## config.mk

```make
export PLATFORM = sky130hd
export DESIGN_NAME = spi_xfer_queue_flat
export DESIGN_NICKNAME = d
export VERILOG_FILES = /design/src/rtl/spi_xfer_queue_if.sv /design/src/rtl/spi_xfer_queue.sv /design/src/flat_wrapper.sv
export SDC_FILE = /design/constraint.sdc
export NUM_CORES = 1
export LEC_CHECK = 0
export BUFFER_PORTS_ARGS = -buffer_cell sky130_fd_sc_hd__buf_2
export CAP_MARGIN = 20
export CORE_MARGIN = 2
export CORE_UTILIZATION = 59
export CTS_CLUSTER_SIZE = 16
export DETAILED_ROUTE_END_ITERATION = 16
export GPL_ROUTABILITY_DRIVEN = 0
export PLACE_DENSITY_LB_ADDON = 0.1
export SKIP_LAST_GASP = 1
export SLEW_MARGIN = 20
export SYNTH_ARGS = -nofsm -noshare
export SYNTH_HDL_FRONTEND = slang
export SYNTH_SLANG_ARGS = --single-unit
```

## constraint.sdc

```tcl
create_clock -name PCLK -period 8.9 [get_ports PCLK]
set_clock_uncertainty 0.1 [all_clocks]
set_input_delay 0.89 -clock PCLK [delete_from_list [all_inputs] [get_ports PCLK]]
set_output_delay 0.89 -clock PCLK [all_outputs]
set_load 0.02 [all_outputs]
```

## src/rtl/spi_xfer_queue_if.sv

```systemverilog
// Bus- and core-facing signal bundle for spi_xfer_queue.
// The master modport is the side that drives the queue: register block plus SPI core.
interface spi_xfer_queue_if #(
    parameter int DW = 8,
    parameter int AW = 4
);
    // Handshakes:
    //  - tx_wr pushes tx_wdata when tx_full is low; a write while full is dropped and flagged.
    //  - rx_rd pops the head shown on rx_rdata when rx_empty is low; otherwise it is ignored.
    //  - go is a single-cycle request, datai is stable until done, and done carries datao.
    logic          enable;
    logic          flush;
    logic          tx_wr;
    logic [DW-1:0] tx_wdata;
    logic          tx_full;
    logic [AW:0]   tx_level;
    logic          rx_rd;
    logic [DW-1:0] rx_rdata;
    logic          rx_empty;
    logic [AW:0]   rx_level;
    logic          tx_ovf;
    logic          rx_ovf;
    logic          ovf_clr;
    logic          idle;
    logic          go;
    logic [DW-1:0] datai;
    logic          busy;
    logic          done;
    logic [DW-1:0] datao;
    logic [1:0]    state_dbg;

    modport master (
        output enable, flush, tx_wr, tx_wdata, rx_rd, ovf_clr, busy, done, datao,
        input  tx_full, tx_level, rx_rdata, rx_empty, rx_level, tx_ovf, rx_ovf,
               idle, go, datai, state_dbg
    );

    modport slave (
        input  enable, flush, tx_wr, tx_wdata, rx_rd, ovf_clr, busy, done, datao,
        output tx_full, tx_level, rx_rdata, rx_empty, rx_level, tx_ovf, rx_ovf,
               idle, go, datai, state_dbg
    );
endinterface

```

## src/rtl/spi_xfer_queue.sv

```systemverilog
// TX/RX byte FIFOs around the SPI master core; an FSM feeds one TX byte per transfer
// and stores each received byte in the RX FIFO.
module spi_xfer_queue #(
    parameter int DW    = 8,
    parameter int DEPTH = 16,
    parameter int AW    = 4
) (
    input  logic              PCLK,
    input  logic              PRESETn,
    spi_xfer_queue_if.slave   bus
);
    typedef enum logic [1:0] {
        S_IDLE  = 2'd0,
        S_START = 2'd1,
        S_WAIT  = 2'd2
    } state_t;

    localparam logic [AW:0] LVL_FULL = (AW+1)'(DEPTH);

    state_t        r_state;
    state_t        w_state_nxt;

    logic [DW-1:0] r_tx_mem [DEPTH];
    logic [DW-1:0] r_rx_mem [DEPTH];
    logic [AW-1:0] r_tx_wptr;
    logic [AW-1:0] r_tx_rptr;
    logic [AW-1:0] r_rx_wptr;
    logic [AW-1:0] r_rx_rptr;
    logic [AW:0]   r_tx_level;
    logic [AW:0]   r_rx_level;
    logic          r_tx_ovf;
    logic          r_rx_ovf;
    logic          r_go;
    logic [DW-1:0] r_datai;
    logic          r_discard;

    logic          w_tx_full;
    logic          w_tx_empty;
    logic          w_rx_full;
    logic          w_rx_empty;
    logic          w_tx_push;
    logic          w_tx_pop;
    logic          w_rx_push;
    logic          w_rx_pop;
    logic          w_done_wait;
    logic          w_tx_ovf_set;
    logic          w_rx_ovf_set;
    logic          w_keep_byte;

    assign w_tx_full  = (r_tx_level == LVL_FULL);
    assign w_tx_empty = (r_tx_level == '0);
    assign w_rx_full  = (r_rx_level == LVL_FULL);
    assign w_rx_empty = (r_rx_level == '0);

    // Flush overrides every bus access in its cycle.
    assign w_tx_push    = bus.tx_wr & ~w_tx_full & ~bus.flush;
    assign w_tx_ovf_set = bus.tx_wr &  w_tx_full & ~bus.flush;
    assign w_rx_pop     = bus.rx_rd & ~w_rx_empty & ~bus.flush;

    // A byte whose transfer was in flight during a flush is thrown away silently.
    assign w_keep_byte  = w_done_wait & ~r_discard & ~bus.flush;
    assign w_rx_push    = w_keep_byte & (~w_rx_full | w_rx_pop);
    assign w_rx_ovf_set = w_keep_byte &   w_rx_full & ~w_rx_pop;

    always_comb begin
        w_state_nxt = r_state;
        w_tx_pop    = 1'b0;
        w_done_wait = 1'b0;
        case (r_state)
            S_IDLE: begin
                if (bus.enable && !w_tx_empty && !bus.flush) begin
                    w_tx_pop    = 1'b1;
                    w_state_nxt = S_START;
                end
            end
            S_START: begin
                w_state_nxt = S_WAIT;
            end
            S_WAIT: begin
                if (bus.done) begin
                    w_done_wait = 1'b1;
                    w_state_nxt = S_IDLE;
                end
            end
            default: begin
                w_state_nxt = S_IDLE;
            end
        endcase
    end

    always_ff @(posedge PCLK or negedge PRESETn) begin
        if (!PRESETn) begin
            r_state <= S_IDLE;
        end else begin
            r_state <= w_state_nxt;
        end
    end

    always_ff @(posedge PCLK or negedge PRESETn) begin
        if (!PRESETn) begin
            r_go      <= 1'b0;
            r_datai   <= '0;
            r_discard <= 1'b0;
        end else begin
            r_go <= w_tx_pop;
            if (w_tx_pop) begin
                r_datai <= r_tx_mem[r_tx_rptr];
            end
            if (w_done_wait) begin
                r_discard <= 1'b0;
            end else if (bus.flush && (r_state != S_IDLE)) begin
                r_discard <= 1'b1;
            end
        end
    end

    always_ff @(posedge PCLK) begin
        if (w_tx_push) begin
            r_tx_mem[r_tx_wptr] <= bus.tx_wdata;
        end
        if (w_rx_push) begin
            r_rx_mem[r_rx_wptr] <= bus.datao;
        end
    end

    always_ff @(posedge PCLK or negedge PRESETn) begin
        if (!PRESETn) begin
            r_tx_wptr  <= '0;
            r_tx_rptr  <= '0;
            r_tx_level <= '0;
        end else if (bus.flush) begin
            r_tx_wptr  <= '0;
            r_tx_rptr  <= '0;
            r_tx_level <= '0;
        end else begin
            if (w_tx_push) begin
                r_tx_wptr <= r_tx_wptr + 1'b1;
            end
            if (w_tx_pop) begin
                r_tx_rptr <= r_tx_rptr + 1'b1;
            end
            r_tx_level <= r_tx_level + {{AW{1'b0}}, w_tx_push} - {{AW{1'b0}}, w_tx_pop};
        end
    end

    always_ff @(posedge PCLK or negedge PRESETn) begin
        if (!PRESETn) begin
            r_rx_wptr  <= '0;
            r_rx_rptr  <= '0;
            r_rx_level <= '0;
        end else if (bus.flush) begin
            r_rx_wptr  <= '0;
            r_rx_rptr  <= '0;
            r_rx_level <= '0;
        end else begin
            if (w_rx_push) begin
                r_rx_wptr <= r_rx_wptr + 1'b1;
            end
            if (w_rx_pop) begin
                r_rx_rptr <= r_rx_rptr + 1'b1;
            end
            r_rx_level <= r_rx_level + {{AW{1'b0}}, w_rx_push} - {{AW{1'b0}}, w_rx_pop};
        end
    end

    // A fresh overflow in the same cycle as ovf_clr keeps the flag set.
    always_ff @(posedge PCLK or negedge PRESETn) begin
        if (!PRESETn) begin
            r_tx_ovf <= 1'b0;
            r_rx_ovf <= 1'b0;
        end else begin
            if (w_tx_ovf_set) begin
                r_tx_ovf <= 1'b1;
            end else if (bus.ovf_clr) begin
                r_tx_ovf <= 1'b0;
            end
            if (w_rx_ovf_set) begin
                r_rx_ovf <= 1'b1;
            end else if (bus.ovf_clr) begin
                r_rx_ovf <= 1'b0;
            end
        end
    end

    assign bus.tx_full   = w_tx_full;
    assign bus.tx_level  = r_tx_level;
    assign bus.rx_empty  = w_rx_empty;
    assign bus.rx_level  = r_rx_level;
    assign bus.rx_rdata  = w_rx_empty ? '0 : r_rx_mem[r_rx_rptr];
    assign bus.tx_ovf    = r_tx_ovf;
    assign bus.rx_ovf    = r_rx_ovf;
    assign bus.idle      = (r_state == S_IDLE) && w_tx_empty;
    assign bus.go        = r_go;
    assign bus.datai     = r_datai;
    assign bus.state_dbg = r_state;
endmodule
```

## src/flat_wrapper.sv

```systemverilog
// flat-port wrapper written by rule: the top's interface ports become plain ports
module spi_xfer_queue_flat 
#(
    parameter int DW    = 8,
    parameter int DEPTH = 16,
    parameter int AW    = 4
)
  (PCLK, PRESETn, bus_enable, bus_flush, bus_tx_wr, bus_tx_wdata, bus_rx_rd, bus_ovf_clr, bus_busy, bus_done, bus_datao, bus_tx_full, bus_tx_level, bus_rx_rdata, bus_rx_empty, bus_rx_level, bus_tx_ovf, bus_rx_ovf, bus_idle, bus_go, bus_datai, bus_state_dbg);
  spi_xfer_queue_if #(.DW(DW), .AW(AW)) bus_i ();
  input  logic PCLK;
  input  logic PRESETn;
  input wire logic [$bits(bus_i.enable)-1:0] bus_enable;
  input wire logic [$bits(bus_i.flush)-1:0] bus_flush;
  input wire logic [$bits(bus_i.tx_wr)-1:0] bus_tx_wr;
  input wire logic [$bits(bus_i.tx_wdata)-1:0] bus_tx_wdata;
  input wire logic [$bits(bus_i.rx_rd)-1:0] bus_rx_rd;
  input wire logic [$bits(bus_i.ovf_clr)-1:0] bus_ovf_clr;
  input wire logic [$bits(bus_i.busy)-1:0] bus_busy;
  input wire logic [$bits(bus_i.done)-1:0] bus_done;
  input wire logic [$bits(bus_i.datao)-1:0] bus_datao;
  output wire logic [$bits(bus_i.tx_full)-1:0] bus_tx_full;
  output wire logic [$bits(bus_i.tx_level)-1:0] bus_tx_level;
  output wire logic [$bits(bus_i.rx_rdata)-1:0] bus_rx_rdata;
  output wire logic [$bits(bus_i.rx_empty)-1:0] bus_rx_empty;
  output wire logic [$bits(bus_i.rx_level)-1:0] bus_rx_level;
  output wire logic [$bits(bus_i.tx_ovf)-1:0] bus_tx_ovf;
  output wire logic [$bits(bus_i.rx_ovf)-1:0] bus_rx_ovf;
  output wire logic [$bits(bus_i.idle)-1:0] bus_idle;
  output wire logic [$bits(bus_i.go)-1:0] bus_go;
  output wire logic [$bits(bus_i.datai)-1:0] bus_datai;
  output wire logic [$bits(bus_i.state_dbg)-1:0] bus_state_dbg;
  assign bus_i.enable = bus_enable;
  assign bus_i.flush = bus_flush;
  assign bus_i.tx_wr = bus_tx_wr;
  assign bus_i.tx_wdata = bus_tx_wdata;
  assign bus_i.rx_rd = bus_rx_rd;
  assign bus_i.ovf_clr = bus_ovf_clr;
  assign bus_i.busy = bus_busy;
  assign bus_i.done = bus_done;
  assign bus_i.datao = bus_datao;
  assign bus_tx_full = bus_i.tx_full;
  assign bus_tx_level = bus_i.tx_level;
  assign bus_rx_rdata = bus_i.rx_rdata;
  assign bus_rx_empty = bus_i.rx_empty;
  assign bus_rx_level = bus_i.rx_level;
  assign bus_tx_ovf = bus_i.tx_ovf;
  assign bus_rx_ovf = bus_i.rx_ovf;
  assign bus_idle = bus_i.idle;
  assign bus_go = bus_i.go;
  assign bus_datai = bus_i.datai;
  assign bus_state_dbg = bus_i.state_dbg;
  spi_xfer_queue #(.DW(DW), .DEPTH(DEPTH), .AW(AW)) u_core (.PCLK(PCLK), .PRESETn(PRESETn), .bus(bus_i));
endmodule
```

==> flow_results.org, run 1 <==
** Timing
- Pins over their slew limit :: 0
- The count of endpoints failing hold in the final timing report is 0.
- Worst slew margin relative to its limit :: 30.5%
- Final worst path period share :: 42.3%
- Setup repair after global routing missed its margin :: false
- For this run, the top clock speed supported by timing is 265 MHz.
- Smallest setup slack after layout :: 5.13 ns
- The clock period could shrink to 3.77 ns.
- At the pin with the least slew margin, the transition time is 1.04 ns.
- Setup violations remaining at the end of the flow were counted as 0.
- Setup total negative slack :: 0 ns

** Worst setup path
- Tracing the worst setup path back leads to its startpoint at u_core.r_rx_rptr[0].
- The worst setup path is launched from a register.
- Startpoint of the most critical register-to-register path :: u_core.bus.tx_level[2]
- Cell with the largest stage delay on the worst path :: sky130_fd_sc_hd__dfrtp_2
- The signal on the critical path passes through buf_4 -> mux4_2 -> mux2i_1 -> o22ai_1 -> buf_2.
- Critical Path End Type :: output pin
- Crit path buf inv count :: 2
- The setup check on the worst reg-to-reg path leaves a slack of 5.43 ns.
- Family with the most delay on the worst path :: multiplexers
- Crit-path max cell delay :: 0.65 ns
- Data required time at the worst endpoint :: 7.91 ns
- WP data arrival :: 2.78 ns
- The worst setup path is of the reg -> out kind.
- Peak fanout along the critical path :: 22
- For the worst flop-to-flop path, the logic depth is 13.
- The worst register-to-register path ends at u_core.bus.tx_level[4].

** Logic synthesis
- Post-synth ARST share :: 13.5%
- Number of distinct library cell variants in the gate-level netlist after synthesis :: 43
- In this run the biggest area consumer among cell types represents 63.6% of the synthesized area.
- The number of nets handed over by synthesis was 698.
- Cell types occupying the most area after synthesis :: sky130_fd_sc_hd__edfxtp_1 64%, sky130_fd_sc_hd__mux4_2 12%, sky130_fd_sc_hd__dfrtp_1 8.3%, sky130_fd_sc_hd__ha_1 2.3%, sky130_fd_sc_hd__mux2i_1 2.2%
- During synthesis, Yosys emitted a total of 0 warnings.
- The synthesized design spends more area on one cell type than any other, namely sky130_fd_sc_hd__edfxtp_1.
- Post-Syn Area :: 12100 µm²
- Counting flops and latches in the post-synthesis netlist gives 296.
- Share of synthesized area occupied by flip-flops and latches :: 71.9%
- By instance count, the leading cell after synthesis is sky130_fd_sc_hd__edfxtp_1.
- Yosys mapped a number of flops with a built-in enable equal to 256.
- Cell types with the highest counts after synthesis :: 256 x sky130_fd_sc_hd__edfxtp_1, 64 x sky130_fd_sc_hd__mux4_2, 40 x sky130_fd_sc_hd__dfrtp_1, 37 x sky130_fd_sc_hd__nor2_1, 28 x sky130_fd_sc_hd__inv_1
- The cell count after synthesis came out at 649.
- Commonest register cell after synthesis :: sky130_fd_sc_hd__edfxtp_1
- Mean post-synth cell area :: 18.6 µm²

** Clocking
- CTS Root Buffer Type :: sky130_fd_sc_hd__clkbuf_16
- Clock tree synthesis inserted a total of 30 buffers.
- At the later pin of the worst-skew pair, clock insertion delay measures 0.54 ns.
- Htree depth :: 1
- Clock tree from TritonCTS :: done
- Post CTS Setup Buffer Count :: 0
- Counting along the longest clock path gives a buffer depth of 3.
- Clk slew on worst S/H paths :: 0.06 ns
- Post-CTS repair changed the size of 0 cells.
- After clock tree synthesis, the flow added hold-fix buffers numbering 0.
- The tree built by TritonCTS fans out to 296 sinks.

** Route
- For this run, the detailed router's first-pass iteration total came to 5.
- After the first detailed-routing iteration, the DRC count stood at 491.
- Wires add up to 22.0 mm.
- Via count of the routed design :: 5956
- Once detail routing completed, the nets flagged for antenna violations numbered 0.
- Routed wire length per instance :: 21.9 µm
- Number of DRC violations after detailed routing :: 0
- In the routed layout, each cell is associated on average with a via count of 5.93.

** Layout
- Cells fill 67.5% of the core in the end.
- Final #Nets :: 761
- Summing all multi-input logic gate instances after layout gives 3130 µm².
- The filler cells instantiated in the layout total 1381.
- Share of layout cells above drive strength 1 :: 26.0%
- The number of antenna diodes in the final layout is 0.
- Sequential cell area in the final layout :: 8690 µm²
- Relative to the synthesized area, the layout overhead comes to 12.6%.

** Power and ir drop
- Pwr Density :: 276 nW/µm²
- Combinational cells account for 22.9% of the total power.
- The share of total power dissipated in sequential elements is 44.3%.
- Leakage power total :: 4.61 nW
- The design draws 3.76 mW.
- For this design the total switching power over the nets is 1.05 mW.
- Max IR drop VDD :: 0.000170 V
- Of the total power, the clock network draws 32.7%.
- Internal power comes to 2.71 mW.
- Sw Ratio :: 28.0%

** Floorplanning
- Die span in x :: 147 µm
- For this configuration, the core starts out at a cell density of 59.9%.
- Area of the placeable core :: 20200 µm²
- The die is 147 µm tall.
- During I/O placement, the number of pins put on the boundary was 59.
- FP Rows :: 52
- The die covers 21600 µm².

** GRT
- GRT Util Overall :: 21.0%
- The number of antenna violations at the first check in global routing came to 0.
- Maximum number of pins on one net before global-route repair :: 41
- Number of global-route vias before repair :: 6223
- For this run the aggregate overflow at the end of global routing stands at 0.
- Global-route wire length before repair :: 34.8 mm

** Placed design
- The wire-length estimate of the detail-placed layout is 14.2 mm.
- During placement, the flow inserted port buffers numbering 57.
- Prior to clock tree synthesis, the placed netlist has a worst setup slack of 4.86 ns.

** Run status
- Outcome :: finished clean

** Job
- Max_cap viols :: 0

** Worst hold path
- The worst hold path belongs to the class in -> async.
-- sequential cells by signal, summed over array words and instances, names as in the netlist --
signal / count
u_core.bus.rx_ovf: 1
u_core.r_discard: 1
u_core.r_tx_rptr: 4
u_core.bus.tx_level: 5
u_core.bus.tx_ovf: 1
u_core.bus.state_dbg: 2
u_core.r_rx_rptr: 4
u_core.r_tx_wptr: 4
u_core.bus.rx_level: 5
u_core.r_tx_mem: 128
u_core.r_rx_mem: 128
u_core.r_rx_wptr: 4
u_core.bus.datai: 8
u_core.bus.go: 1
-- through the flow --
stage	instance area, µm²	hold WS, ns	instances
finish	13600	0.403	1005
floorplan	12100	0.395	649
global placement	12600	0.412	950
global route	13600	0.457	1005
detailed placement	12600	0.437	950
CTS	13600	0.428	1005
-- power by group through the flow --
stage	registers, mW	logic (mW)	clock network (mW)
2_1_floorplan	1.70	0.629	0
3_3_place_gp	1.69	0.848	0
3_5_place_dp	1.70	0.872	0
4_1_cts	1.67	0.878	1.25
5_1_grt	1.68	0.946	1.30
6_report	1.67	0.863	1.23
-- cells by family (layout without fill, tap and decap cells) --
| group | Yosys count | count (layout) | share of synthesized area [%] |
|---|---|---|---|
| compound gates | 43 | 43 | 2.79 |
| simple gates | 118 | 118 | 5.33 |
| xor+xnor | 12 | 12 | 0.870 |
| buf+inv | 64 | 150 | 2.24 |
| flops | 296 | 296 | 71.9 |
| mux | 92 | 92 | 14.3 |
| fa+ha+maj | 24 | 24 | 2.61 |
-- placed cells by master, fill, tap and decap left out, types with 8 or more instances in the layout --
cell type and count:
sky130_fd_sc_hd__nand3_1 10, sky130_fd_sc_hd__nand2_1 12, sky130_fd_sc_hd__ha_1 22, sky130_fd_sc_hd__mux2i_1 26, sky130_fd_sc_hd__nand2b_1 8, sky130_fd_sc_hd__edfxtp_1 256
sky130_fd_sc_hd__clkbuf_1 11, sky130_fd_sc_hd__a21oi_1 8, sky130_fd_sc_hd__buf_2 57, sky130_fd_sc_hd__nor3_1 10, sky130_fd_sc_hd__inv_1 28, sky130_fd_sc_hd__dfrtp_1 37
sky130_fd_sc_hd__clkbuf_16 31, sky130_fd_sc_hd__mux4_2 64, sky130_fd_sc_hd__nor2_1 37, sky130_fd_sc_hd__and2_1 8, sky130_fd_sc_hd__a221oi_2 8, sky130_fd_sc_hd__buf_4 10
sky130_fd_sc_hd__o22ai_1 17
-- worst max path at each step --
stage,to,cells after the start,slack [ns]
floorplan,u_core.bus.tx_level[4],15,5.75
global placement,u_core.bus.tx_level[4],12,4.93
detailed placement,u_core.bus.tx_level[4],12,4.86
global route,bus_rx_rdata[6],5,4.88
finish,bus_rx_rdata[4],5,5.13
CTS,bus_rx_rdata[4],5,5.03
-- per-layer routing --
metal  vias up  GRT usage, %  wire (µm)
met2       148          32.9      10600
met1      3094          32.3      10100
met4         0          4.33        246
met5         -             0          0
li1       2692             -          -
met3        22          3.20       1110
-- cell type report --
cell class / count / area share, %
clock buffers: 48 / 6.61
clock inverters: 7 / 0.616
inverters: 28 / 0.772
multi-input cells: 289 / 23.0
flip-flops and latches: 296 / 63.9
well taps: 270 / 2.48
repair buffers: 67 / 2.65
(Power assumes the default switching activity.)
==> run 2, diff against run 1 <==
==> constraint.sdc (replaced) <==
create_clock -name PCLK -period 3.7 [get_ports PCLK]
set_clock_uncertainty 0.1 [all_clocks]
set_input_delay 0.37 -clock PCLK [delete_from_list [all_inputs] [get_ports PCLK]]
set_output_delay 0.37 -clock PCLK [all_outputs]
set_load 0.02 [all_outputs]
==> run 2 against run 1 <==
First-iteration DRC count up 0.20%; worst setup slack lost 4.6 ns; routed wire length up 1.8%; total power is 130% higher; via count grew 0.79%; sequential share of layout area is 0.094 points lower; sequential power is 140% higher; cell area grew 0.15%; flip-flop and latch count unchanged; count of clock-buffer cells in the layout shrank 6.
==> flow_results.org, run 2 (synthesis results as in run 1) <==
** Timing
- Achievable Freq :: 314 MHz
- Worst slew margin relative to its limit :: 33.0% (+2.5 points)
- Setup repair after global routing left no endpoint under its margin.
- The worst hold slack came to 0.0424 ns (-0.361 ns).
- Final critical delay including setup and external delays :: 3.18 ns
- Setup Viol. Count Final :: 0 (unchanged)
- Setup total negative slack :: 0 ns (unchanged)
- The number of max-slew violations in the final report was 0 (unchanged).
- Final worst path period share :: 86.0%
- Number of failing hold endpoints at the final stage :: 0 (unchanged)
- Worst-Margin Slew :: 1.01 ns (-0.0373 ns)
- Smallest setup slack after layout :: 0.518 ns (-4.62 ns)

** Clocking
- Clock sinks :: 296 (unchanged)
- The number of buffers inserted during clock tree synthesis was 29 (-3.3%).
- TritonCTS built the clock tree.
- The number of buffers on the longest clock path came to 3 (unchanged).
- Skew-Pair Late Insertion Delay :: 0.54 ns (about the same)
- The deepest level of the CTS H-tree came to 1 (unchanged).
- The number of buffers inserted to repair setup after CTS came to 0 (unchanged).
- Hold bufs inserted after CTS :: 2 (+2)
- Clock tree synthesis selected as its root buffer the cell sky130_fd_sc_hd__clkbuf_16.
- Clk slew on worst S/H paths :: 0.06 ns (about the same)
- The post-cts repair resize count came to 0 (unchanged).

** Route
- Via count of the routed design :: 6003 (+0.79%)
- Number of nets with antenna violations after routing :: 0 (unchanged)
- Wire length after detailed routing :: 22.4 mm (+1.8%)
- Vias per cell :: 5.90 (-0.40%)
- The first-pass iteration count of the detailed router is 5 (unchanged).
- The final routed wire length divided by cell count came to 22.1 µm (+0.57%).
- DRC violation total after the first TritonRoute iteration :: 492 (+0.20%)
- The number of remaining DRC errors came to 0 (unchanged).

** Power and ir drop
- The portion of total power attributed to combinational logic was 23.9% (+1.0 points).
- Sequential group share of total power :: 45.4% (+1.1 points)
- Clock network power share :: 30.7% (-2.0 points)
- The peak ir drop on the vdd network is 0.000470 V (+180%).
- Internal power summed over all cells :: 6.33 mW (+130%)
- Leakage power total :: 4.64 nW (+0.59%)
- The net switching share of the total power came to 28.5% (+0.48 points).
- The post-route total power was 8.84 mW (+130%).
- Switching power summed over all nets :: 2.52 mW (+140%)
- The power density of the placed cells came to 649 nW/µm² (+130%).

** Worst setup path
- The setup path with the least slack is of type reg -> reg.
- Traced cell by cell, the critical path runs through inv_1 -> ha_1 -> or4b_1 -> nand2_1 -> nor2_1 -> ha_1 -> inv_1 -> ha_1 -> inv_1 -> fa_1 -> nor2b_1 -> o21bai_1 -> nand3_1 -> nor3b_1.
- The worst setup path is launched from a register.
- Critical Path End Type :: register
- The register-to-register path setup slack came to 0.52 ns (-4.91 ns).
- Logic depth of the worst register-to-register path :: 14 (+1)
- The worst endpoint data arrival time is 3.51 ns (+0.73 ns).
- In this run the critical register-to-register path is launched from u_core.bus.rx_level[3].
- Data required time at the worst endpoint :: 4.03 ns (-3.88 ns)
- Cell with the largest stage delay on the worst path :: sky130_fd_sc_hd__or4b_1
- The maximum fanout count along the critical path is 7 (-68%).
- The worst register-to-register path ends at u_core.bus.rx_level[4].
- Crit-path max cell delay :: 0.57 ns (-0.08 ns)

** Floorplanning
- Io pins :: 59 (unchanged)
- The overall die area is 21600 µm² (unchanged).
- Vertical die dimension :: 147 µm (unchanged)
- The initial core utilization came to 59.9% (unchanged).
- The standard-cell row count was 52 (unchanged).
- The core region area was 20200 µm² (unchanged).
- Die span in x :: 147 µm (unchanged)

** GRT
- The number of antenna violations at the first check in global routing came to 0 (unchanged).
- Number of global-route vias before repair :: 6304 (+1.3%)
- Grt ovf :: 0 (unchanged)
- The maximum number of pins on one net before global-route repair is 41 (unchanged).
- GRT Util Overall :: 21.5% (+0.51 points)
- Global-route wire length before repair :: 35.6 mm (+2.4%)

** Worst hold path
- WHS Path Cells :: 3
- The min-delay analysis places its worst path in the category in -> reg.
- Worst min-delay path startpoint :: bus_rx_rd
- Worst hold endpoint :: u_core.r_rx_rptr[1]

** Layout
- Multi-input gate area :: 3130 µm² (unchanged)
- The area used by sequential logic in the layout came to 8690 µm² (unchanged).
- Highest-count cells in the layout ignoring fill and taps :: 256 x sky130_fd_sc_hd__edfxtp_1, 64 x sky130_fd_sc_hd__mux4_2, 57 x sky130_fd_sc_hd__buf_2, 37 x sky130_fd_sc_hd__nor2_1, 37 x sky130_fd_sc_hd__dfrtp_1
- The ratio of cells with drive above 1 in the final layout came to 26.6% (+0.65 points).
- Final #Nets :: 773 (+1.6%)
- The number of antenna diodes came to 0 (unchanged).
- Finished layout cell area :: 13600 µm² (+0.15%)
- Most common library cell in the layout ignoring fill and taps :: sky130_fd_sc_hd__edfxtp_1
- Layout fillers :: 1350 (-2.2%)
- From synthesis to final layout, the design area changed by 12.8%.

** Placed design
- Detailed placement HPWL :: 14.4 mm (+1.4%)
- Cell Area, Placed :: 12700 µm² (+0.75%)
- Count of port buffers added during placement :: 57 (unchanged)
- Worst slack at placement :: 0.518 ns (-4.34 ns)

** Run status
- The flow ran to the end, and the final reports show no timing, DRC or antenna violations.

** Job
- The number of max-cap violations came to 0 (unchanged).
-- run 2: cell types whose count changed in the layout (fill, tap and decap cells not counted) --
cell                            previous run  this run
sky130_fd_sc_hd__buf_12                    0         1
sky130_fd_sc_hd__buf_4                    10        20
sky130_fd_sc_hd__bufinv_16                 2         1
sky130_fd_sc_hd__clkbuf_1                 11        10
sky130_fd_sc_hd__clkbuf_16                31        29
sky130_fd_sc_hd__clkbuf_8                  6         3
sky130_fd_sc_hd__clkinv_1                  1         4
sky130_fd_sc_hd__clkinv_2                  4         6
sky130_fd_sc_hd__dlygate4sd3_1             0         2
sky130_fd_sc_hd__inv_6                     0         1
-- run 2: worst max-delay path by stage --
stage	start	endpoint	slack [ns]	cells past startpoint
2_1_floorplan	u_core.bus.tx_level[3]	u_core.bus.tx_level[4]	0.55	15
3_3_place_gp	u_core.bus.rx_level[3]	u_core.bus.rx_level[4]	0.65	14
3_5_place_dp	u_core.bus.rx_level[3]	u_core.bus.rx_level[4]	0.52	14
4_1_cts	u_core.bus.rx_level[3]	u_core.bus.rx_level[4]	0.48	14
5_1_grt	u_core.bus.rx_level[3]	u_core.bus.rx_level[4]	0.21	14
6_report	u_core.bus.rx_level[3]	u_core.bus.rx_level[4]	0.52	14
-- run 2: critical path, delay by kind of cell, from the launching register on --
family | cells | cell delay, ns
AOI/OAI and AO/OA | 1 | 0.10
buffers and inverters | 3 | 0.20
adders and majority gates | 4 | 1.01
and+or+nand+nor | 6 | 1.27
DFF | 1 | 0.40
-- run 2: through the flow --
stage               instances  utilization (%)
detailed placement        961             63.1
finish                   1017             67.6
floorplan                 649                -
CTS                      1017             67.6
global route             1017             67.6
global placement          961             63.1
-- run 2: cell type report --
class,instances,area share (%)
Inverter,28,0.771
Sequential cell,296,63.8
Multi-Input combinational cell,289,23.0
Timing Repair Buffer,80,3.49
Clock buffer,42,5.90
Clock inverter,12,0.615
Tap cell,270,2.48
-- run 2: per-layer routing --
metal  GRT usage (%)  part of all wire (%)  vias up
met5               0                     0        -
met4            4.33                   1.2        0
met3            3.11                   5.4       22
met2            34.6                    49      162
met1            32.4                    45     3111
li1                -                     -     2708
-- run 2: power groups by stage --
stage | Sequential (mW) | Combinational, mW | Clock [mW]
final | 4.02 | 2.11 | 2.71
after global routing | 4.05 | 2.32 | 2.90
after floorplan | 4.09 | 1.51 | 0
after CTS | 4.03 | 2.15 | 2.76
after detailed placement | 4.09 | 2.13 | 0
after global placement | 4.08 | 2.07 | 0
